### src/rtl/cpu_mon_pkg.sv
// Shared types and default parameters for the cpu3 run-control monitor.
package cpu_mon_pkg;

  typedef enum logic [2:0] {
    ST_IDLE    = 3'd0,
    ST_RUN     = 3'd1,
    ST_HALTED  = 3'd2,
    ST_FAULT   = 3'd3,
    ST_TIMEOUT = 3'd4
  } mon_state_t;

  localparam int unsigned DEF_CNT_W       = 32;
  localparam int unsigned DEF_PC_W        = 32;
  localparam int unsigned DEF_TRACE_DEPTH = 16;
  localparam int unsigned DEF_WDOG_CYCLES = 1024;

  // Run has ended and the monitor is frozen until clear/reset.
  function automatic logic is_terminal(mon_state_t s);
    return (s == ST_HALTED) || (s == ST_FAULT) || (s == ST_TIMEOUT);
  endfunction

endpackage

### src/rtl/cpu_mon_if.sv
// Core-side status signals observed by the run monitor.
interface cpu_mon_if #(
  parameter int unsigned PC_W = 32
) ();

  logic            halt;
  logic            exception;
  logic            retire;
  logic [PC_W-1:0] retire_pc;

  modport master (output halt, output exception, output retire, output retire_pc);
  modport slave  (input  halt, input  exception, input  retire, input  retire_pc);

endinterface

### src/rtl/cpu_mon_trace_buf.sv
// Circular buffer of the most recent retired PCs with a registered read port.
module cpu_mon_trace_buf #(
  parameter int unsigned PC_W        = 32,
  parameter int unsigned TRACE_DEPTH = 16
) (
  input  logic                           clk,
  input  logic                           rst_,
  input  logic                           clear,
  input  logic                           wr_en,
  input  logic [PC_W-1:0]                wr_pc,
  input  logic [$clog2(TRACE_DEPTH)-1:0] rd_idx,
  output logic [$clog2(TRACE_DEPTH):0]   valid_cnt,
  output logic [PC_W-1:0]                rdata
);

  localparam int unsigned IDX_W = $clog2(TRACE_DEPTH);
  localparam int unsigned VC_W  = IDX_W + 1;
  localparam logic [VC_W-1:0] VC_FULL = VC_W'(TRACE_DEPTH);

  logic [PC_W-1:0]  mem [TRACE_DEPTH];
  logic [IDX_W-1:0] wptr_q, wptr_d;
  logic [VC_W-1:0]  vcnt_q, vcnt_d;
  logic [PC_W-1:0]  rdata_q, rdata_d;
  logic [IDX_W-1:0] rd_addr;

  // PC storage; contents are never cleared, validity is tracked by vcnt.
  always_ff @(posedge clk) begin
    if (wr_en) mem[wptr_q] <= wr_pc;
  end

  // Pointer, valid count and read-data next-state.
  always_comb begin
    wptr_d  = wptr_q;
    vcnt_d  = vcnt_q;
    rd_addr = wptr_q - IDX_W'(1) - rd_idx;
    rdata_d = ({1'b0, rd_idx} < vcnt_q) ? mem[rd_addr] : '0;
    if (clear) begin
      wptr_d = '0;
      vcnt_d = '0;
    end else if (wr_en) begin
      wptr_d = wptr_q + IDX_W'(1);
      vcnt_d = (vcnt_q == VC_FULL) ? vcnt_q : vcnt_q + VC_W'(1);
    end
  end

  // State registers.
  always_ff @(posedge clk or negedge rst_) begin
    if (!rst_) begin
      wptr_q  <= '0;
      vcnt_q  <= '0;
      rdata_q <= '0;
    end else begin
      wptr_q  <= wptr_d;
      vcnt_q  <= vcnt_d;
      rdata_q <= rdata_d;
    end
  end

  assign valid_cnt = vcnt_q;
  assign rdata     = rdata_q;

endmodule

### src/rtl/cpu_run_monitor.sv
// Run-control FSM, cycle/retire counters, watchdog and fault capture for cpu3.
module cpu_run_monitor
  import cpu_mon_pkg::*;
#(
  parameter int unsigned CNT_W       = DEF_CNT_W,
  parameter int unsigned PC_W        = DEF_PC_W,
  parameter int unsigned TRACE_DEPTH = DEF_TRACE_DEPTH,
  parameter int unsigned WDOG_CYCLES = DEF_WDOG_CYCLES
) (
  input  logic                           clk,
  input  logic                           rst_,
  input  logic                           start,
  input  logic                           clear,
  cpu_mon_if.slave                       core,
  input  logic [$clog2(TRACE_DEPTH)-1:0] trc_rd_idx,
  output mon_state_t                     state,
  output logic                           done,
  output logic [CNT_W-1:0]               cycle_count,
  output logic [CNT_W-1:0]               instr_count,
  output logic [CNT_W-1:0]               fault_cycle,
  output logic [PC_W-1:0]                fault_pc,
  output logic [$clog2(TRACE_DEPTH):0]   trc_valid_cnt,
  output logic [PC_W-1:0]                trc_rdata
);

  localparam int unsigned WD_W = $clog2(WDOG_CYCLES + 1);
  localparam logic [CNT_W-1:0] CNT_MAX  = '1;
  localparam logic [WD_W-1:0]  WD_LAST  = WD_W'(WDOG_CYCLES - 1);

  mon_state_t       state_q, state_d;
  logic             done_q, done_d;
  logic [CNT_W-1:0] cycle_q, cycle_d;
  logic [CNT_W-1:0] instr_q, instr_d;
  logic [CNT_W-1:0] fcyc_q, fcyc_d;
  logic [PC_W-1:0]  fpc_q, fpc_d;
  logic [PC_W-1:0]  last_pc_q, last_pc_d;
  logic [WD_W-1:0]  wdog_q, wdog_d;
  logic             trc_we_c;

  // Next-state: clear dominates, then FSM with halt > exception > watchdog.
  always_comb begin
    state_d   = state_q;
    cycle_d   = cycle_q;
    instr_d   = instr_q;
    fcyc_d    = fcyc_q;
    fpc_d     = fpc_q;
    last_pc_d = last_pc_q;
    wdog_d    = wdog_q;
    trc_we_c  = 1'b0;
    if (clear) begin
      state_d   = ST_IDLE;
      cycle_d   = '0;
      instr_d   = '0;
      fcyc_d    = '0;
      fpc_d     = '0;
      last_pc_d = '0;
      wdog_d    = '0;
    end else begin
      case (state_q)
        ST_IDLE: begin
          if (start) begin
            state_d = ST_RUN;
            wdog_d  = '0;
          end
        end
        ST_RUN: begin
          cycle_d = (cycle_q == CNT_MAX) ? cycle_q : cycle_q + CNT_W'(1);
          if (core.retire) begin
            instr_d   = (instr_q == CNT_MAX) ? instr_q : instr_q + CNT_W'(1);
            last_pc_d = core.retire_pc;
            wdog_d    = '0;
            trc_we_c  = 1'b1;
          end else begin
            wdog_d = wdog_q + WD_W'(1);
          end
          if (core.halt) begin
            state_d = ST_HALTED;
          end else if (core.exception) begin
            state_d = ST_FAULT;
          end else if (!core.retire && (wdog_q == WD_LAST)) begin
            state_d = ST_TIMEOUT;
          end
          if (state_d != ST_RUN) begin
            fcyc_d = cycle_d;
            fpc_d  = core.retire ? core.retire_pc : last_pc_q;
          end
        end
        default: ;
      endcase
    end
    done_d = is_terminal(state_d);
  end

  // State registers.
  always_ff @(posedge clk or negedge rst_) begin
    if (!rst_) begin
      state_q   <= ST_IDLE;
      done_q    <= 1'b0;
      cycle_q   <= '0;
      instr_q   <= '0;
      fcyc_q    <= '0;
      fpc_q     <= '0;
      last_pc_q <= '0;
      wdog_q    <= '0;
    end else begin
      state_q   <= state_d;
      done_q    <= done_d;
      cycle_q   <= cycle_d;
      instr_q   <= instr_d;
      fcyc_q    <= fcyc_d;
      fpc_q     <= fpc_d;
      last_pc_q <= last_pc_d;
      wdog_q    <= wdog_d;
    end
  end

  cpu_mon_trace_buf #(
    .PC_W        (PC_W),
    .TRACE_DEPTH (TRACE_DEPTH)
  ) u_trace (
    .clk       (clk),
    .rst_      (rst_),
    .clear     (clear),
    .wr_en     (trc_we_c),
    .wr_pc     (core.retire_pc),
    .rd_idx    (trc_rd_idx),
    .valid_cnt (trc_valid_cnt),
    .rdata     (trc_rdata)
  );

  assign state       = state_q;
  assign done        = done_q;
  assign cycle_count = cycle_q;
  assign instr_count = instr_q;
  assign fault_cycle = fcyc_q;
  assign fault_pc    = fpc_q;

endmodule
### src/flat_wrapper.sv
// flat-port wrapper written by rule: the top's interface ports become plain ports
module cpu_run_monitor_flat import cpu_mon_pkg::*;
#(
  parameter int unsigned CNT_W       = DEF_CNT_W,
  parameter int unsigned PC_W        = DEF_PC_W,
  parameter int unsigned TRACE_DEPTH = DEF_TRACE_DEPTH,
  parameter int unsigned WDOG_CYCLES = DEF_WDOG_CYCLES
)
  (clk, rst_, start, clear, trc_rd_idx, state, done, cycle_count, instr_count, fault_cycle, fault_pc, trc_valid_cnt, trc_rdata, core_halt, core_exception, core_retire, core_retire_pc);
  cpu_mon_if #(.PC_W(PC_W)) core_i ();
  input  logic clk;
  input  logic rst_;
  input  logic start;
  input  logic clear;
  input  logic [$clog2(TRACE_DEPTH)-1:0] trc_rd_idx;
  output mon_state_t state;
  output logic done;
  output logic [CNT_W-1:0] cycle_count;
  output logic [CNT_W-1:0] instr_count;
  output logic [CNT_W-1:0] fault_cycle;
  output logic [PC_W-1:0] fault_pc;
  output logic [$clog2(TRACE_DEPTH):0] trc_valid_cnt;
  output logic [PC_W-1:0] trc_rdata;
  input wire logic [$bits(core_i.halt)-1:0] core_halt;
  input wire logic [$bits(core_i.exception)-1:0] core_exception;
  input wire logic [$bits(core_i.retire)-1:0] core_retire;
  input wire logic [$bits(core_i.retire_pc)-1:0] core_retire_pc;
  assign core_i.halt = core_halt;
  assign core_i.exception = core_exception;
  assign core_i.retire = core_retire;
  assign core_i.retire_pc = core_retire_pc;
  cpu_run_monitor #(.CNT_W(CNT_W), .PC_W(PC_W), .TRACE_DEPTH(TRACE_DEPTH), .WDOG_CYCLES(WDOG_CYCLES)) u_core (.clk(clk), .rst_(rst_), .start(start), .clear(clear), .core(core_i), .trc_rd_idx(trc_rd_idx), .state(state), .done(done), .cycle_count(cycle_count), .instr_count(instr_count), .fault_cycle(fault_cycle), .fault_pc(fault_pc), .trc_valid_cnt(trc_valid_cnt), .trc_rdata(trc_rdata));
endmodule
### config.mk
export PLATFORM = sky130hd
export DESIGN_NAME = cpu_run_monitor_flat
export DESIGN_NICKNAME = d
export VERILOG_FILES = /design/src/rtl/cpu_mon_pkg.sv /design/src/rtl/cpu_mon_if.sv /design/src/rtl/cpu_mon_trace_buf.sv /design/src/rtl/cpu_run_monitor.sv /design/src/flat_wrapper.sv
export SDC_FILE = /design/constraint.sdc
export NUM_CORES = 1
export LEC_CHECK = 0
export CORE_UTILIZATION = 50
export CTS_BUF_LIST = sky130_fd_sc_hd__clkbuf_4 sky130_fd_sc_hd__clkbuf_8
export DETAILED_ROUTE_END_ITERATION = 12
export PLACE_DENSITY = 0.69
export RECOVER_POWER = 25
export SLEW_MARGIN = 0
export SYNTH_ARGS = -nofsm -noshare
export SYNTH_HDL_FRONTEND = slang
export SYNTH_SLANG_ARGS = --single-unit
export TNS_END_PERCENT = 30
### constraint.sdc
create_clock -name clk -period 9.9 [get_ports clk]
set_clock_uncertainty 0.15 [all_clocks]
set_input_delay 0.99 -clock clk [delete_from_list [all_inputs] [get_ports clk]]
set_output_delay 0.99 -clock clk [all_outputs]
set_load 0.03 [all_outputs]
Word level (Yosys, flattened, before mapping):

Memory sizes are Yosys's and may differ from the RTL's.
Index checks and enable logic that the tools add are counted.

* shift-type cells: 0
* $add $sub $neg: 7
* div/mod/pow operators: 0
* magnitude comparators: 1
* reduce and logical (&&, ||, !) cells: 14
* multipliers: 0
* mux-type cells: 39
* eq/ne operators: 12
* bitwise operators: 0

Operator list (count)
* 32-bit 2-to-1 mux: 17
* 32-bit by 1-bit adder with 32-bit output (second input constant): 2
* 32-bit == test (second input constant): 2
* 11-bit 2-to-1 mux: 3
* 11-bit one-hot mux with 2 select lines: 1
* 3-bit 2-to-1 mux: 7
* 5-bit 2-to-1 mux: 3
* 11-bit by 1-bit adder with 11-bit output (second input constant): 1
* 11-bit by 10-bit == test with 1-bit output (second input constant): 1
* 4-bit 2-to-1 mux: 2
* 2-bit nonzero test: 4
* 3-bit by 2-bit == test with 1-bit output (second input constant): 2
* 3-bit one-hot mux with 2 select lines: 1
* 2-bit AND reduction: 3
* 5-bit by 1-bit adder with 5-bit output (second input constant): 1
* 5-bit == test (second input constant): 1
* 4-bit by 5-bit < comparator with 1-bit output: 1
* 1-bit 2-to-1 mux: 5
* 4-bit by 1-bit adder with 4-bit output (second input constant): 1
* 2-bit inequality test (second input constant): 2
* 4-bit by 1-bit subtractor with 4-bit output (second input constant): 1
* 4-bit subtractor: 1
* 3-bit by 1-bit == test with 1-bit output (second input constant): 1
* 3-bit == test (second input constant): 1
* other kinds (8): 9

* latch bits: 0
* output and inout port bits: 169
* logic and storage cells: 85
* bits in read-only memories: 0
* input bits: 43
* memories kept: 1
* flip-flop bits (word level): 216
* memory bits (writable): 512

Memories
* u_core.u_trace.mem: depth 16, bits a word 32, read ports 1, clocked after memory_dff 0, wr ports 1, RTL line cpu_mon_trace_buf.sv:20 `logic [PC_W-1:0] mem [TRACE_DEPTH];`

Depth between registers and ports, before layout:

* depth in word-level cells: 12
* gate-level depth with buffers: 9
* depth with buffers taken out: 7

Modules after synthesis:

Synthesis repeated with hierarchy kept, for this count alone.

* cells, all modules: 2333
* area, all modules: 31209.9 um2

By module, submodules not included
* cpu_mon_trace_buf: times used 1, area an instance 22076.2 um2, sequential area each 16400.7 um2, cells an instance 1343
* cpu_run_monitor: times used 1, area an instance 9133.8 um2, sequential area each 4379.2 um2, cells an instance 990

Worst setup path after synthesis:

Ideal clock, no wire load.

* path kind: input -> register
* start point: input core_retire
* end point: memory u_core.u_trace.mem[2][0], enable pin
* path buffers: 3
* arrival time: 4.963 ns
* library setup time: 0.501 ns
* setup slack: 4.285 ns
* required time: 9.249 ns
* stages on the path: 5
* path through: clkbuf_1 buf_2 buf_1 nand2_1 nor4_1

* longest elaborated chain between the ends: 5

Ends and longest elaborated chain
* start: declaration: RTL line flat_wrapper.sv:26 `input wire logic [$bits(core_i.retire)-1:0] core_retire;`
* 1-bit 2-to-1 mux: RTL line cpu_run_monitor.sv:68 `if (core.retire) begin`
* 1-bit 2-to-1 mux: RTL line cpu_run_monitor.sv:59 `case (state_q)`
* 1-bit 2-to-1 mux: RTL line cpu_run_monitor.sv:50 `if (clear) begin`
* 1-bit 2-to-1 mux: RTL line cpu_mon_trace_buf.sv:28 `if (wr_en) mem[wptr_q] <= wr_pc;`
* 1-bit 2-to-1 mux (not written as such): RTL line cpu_mon_trace_buf.sv:28
* end: declaration: RTL line cpu_mon_trace_buf.sv:20

Every way passes these cells.

==> qor.yml <==
power.density_mw_per_mm2: 178
antenna_found_initial: 6
synth_commonest_cells: "edfxtp_1 (512), dfrtp_1 (216), mux4_2 (128)"
gp_congestion: 0.789
firstDrtPassIters: 6
path_clk_slew_ns: 0.06
r2r-start: "u_core.u_trace.wptr_q[0]"
yosys_warnings: 0
leakagePower_nw: 13.1
die_w_um: 248
fp-row-count: 89
first_iter_violations: 1415
crit_path_max_fanout: 93
peakVddDrop_uv: 104
ff2ff_setup_slack_ns: 5.73
min_period_ns: 5.46
start_util: 0.510
fin_cells: 2999
synth.avg_cell_area_um2: 16.1
slew_headroom: -2.55
hp-start: "u_core.fault_pc[17]"
path_buf_inv: 2
cts_max_path_buffers: 3
numPortBuffers: 211
drc: 0
wl_per_cell_um: 24.7
ys_seq_elements: 728
first_global_vias: 18397
drt_wl_total_mm: 74.1
hold_path.class: "flip-flop to flip-flop"
finalNetCount: 2181
syn-instance-count: 1882
synth.top_cell.area_share: 0.507
area.growth.synth_to_final_pct: 17.3
overflow: 0
drive_above_1_share: 0.200
core_mm2: 0.0595
hold_viol: 0
grt_setup_unrepaired: "false"
critical_path.slowest_cell: "clkbuf_1"
clockRootBuffer: "clkbuf_8"
nFillCells: 4548
synth.most_common_cell: "edfxtp_1"
ys_seq_area_frac: 0.685
die_area_mm2: 0.0617
path_cells: "clkbuf_1, buf_4"
startpoint_type: "primary input"
async_flop_share: 0.297
violations: "max-capacitance violations, max-slew violations"
tightest_slew_ns: 5.33
die_y_um: 248
synth_cell_types: 71
worstPathRequired_ns: 10.42
place_ws_ns: 4.66
synth_top_cells_by_area: "edfxtp_1 (51%), dfrtp_1 (18%), mux4_2 (9.5%)"
via_count: 18139
dp_hpwl_mm: 40.4
vias_per_cell: 6.05
end_kind: "async pin"
path_class: "primary input to async pin"
fin_ws_ns: 4.44
cts_sinks: 728
synth_fp_nets: 1941
postCtsHoldBufs: 0
status: "finished, violations left"
cts_buffers: 116
cp.arrival_ns: 5.98
yosysTopAreaCell: "edfxtp_1"
cts-resized-gates: 0
finalCritPeriodShare: 0.551
cts_setup_buffers: 0
grt_max_degree: 154
ant_nets: 0
report.final.slew_viol_count: 94
syn-cell-area_mm2: 0.0303
setup_viol: 0
synth_edf_count: 512
synth_ff_type: "edfxtp_1"
htreeDepth: 3
clock_latency_ns: 0.70
fmax_mhz: 183
crit_start: "rst_"
io_pins: 212
cts_tree: "done"
maxCapViolations: 1
grt_use_total: 0.245
path_delay_family: "buffers and inverters"
fin_setup_tns_ns: 0
grt_pass1_wl_mm: 112
crit_path_max_incr_delay_ns: 3.69
dp.cells: 2777
cells in the final DEF, fill, tap and decap left out, drive strengths merged, types with 19 or more instances in the layout:
master,n
clkinv,43
a211o,19
mux2,37
mux4,128
o211a,19
o21ai,23
buf,39
nand3,34
edfxtp,512
xnor2,32
dlygate4sd3,23
nor4,32
clkdlybuf4s50,185
inv,21
or4,26
mux2i,99
nand2,108
dfrtp,216
a21o,37
nor3,44
nand4,21
o31ai,23
nor2,56
a21oi,111
clkbuf,174
and2,21
through the flow:
step           area, um^2   util  power (mW)  hold slack [ns]
2_1_floorplan       30300      -        3.72            0.322
3_3_place_gp        33300  0.560        3.91            0.307
3_5_place_dp        33300  0.560        3.92            0.315
4_1_cts             35600  0.598        6.42            0.163
5_1_grt             35600  0.598        6.58            0.342
6_report            35600  0.598        6.35            0.325
routing by layer:
layer / wire (um) / vias up / global-route usage
li1: - / 7904 / -
met1: 32100 / 9438 / 0.348
met2: 35200 / 679 / 0.387
met3: 5550 / 112 / 0.0492
met4: 1260 / 6 / 0.0676
met5: 35 / - / 0
state kept, by name, summed over array words and instances (netlist names), 3 cells and up:
register	count
u_core.last_pc_q	32
u_core.instr_count	32
u_core.fault_cycle	32
u_core.u_trace.mem	512
u_core.u_trace.wptr_q	4
u_core.state	3
u_core.wdog_q	11
u_core.cycle_count	32
u_core.u_trace.valid_cnt	5
u_core.fault_pc	32
u_core.u_trace.rdata	32
area by class of cell:
cell class,count,area [um^2],share of cell area
multi-input cells,1009,9060,0.255
repair buffers,248,2400,0.0675
diodes,2,5.00,0.000141
inverters,19,71.3,0.00200
flip-flops and latches,728,20800,0.584
clock buffers,173,2080,0.0585
well taps,773,967,0.0272
clock inverters,47,214,0.00601
cells by family (layout without fill, tap and decap cells):
kind of cell    Yosys count  in the layout  synth area share
compound gates          277            277            0.0610
simple gates            410            410            0.0735
fa+ha+maj                16             16           0.00685
other cells               0              2                 0
flops                   728            728             0.685
buf+inv                 145            487            0.0198
xor+xnor                 42             42            0.0124
mux                     264            264             0.141
power breakdown:
| part | switching (mW) | total [mW] | internal [mW] |
|---|---|---|---|
| registers | 0.0209 | 3.32 | 3.30 |
| logic | 0.302 | 0.532 | 0.230 |
| clock network | 1.16 | 2.50 | 1.34 |
| total | 1.48 | 6.35 | 4.87 |
path summary, 6_finish.rpt:
path                                            end  cells past startpoint
max                        u_core.u_trace.rdata[21]                      2
min                             u_core.fault_pc[17]                      1
max reg2reg                u_core.u_trace.rdata[15]                      7
min reg2reg                     u_core.fault_pc[17]                      1
max in group clk           u_core.u_trace.rdata[15]                      9
min in group asynchronous    u_core.fault_cycle[21]                      1
(Power assumes the default switching activity.)
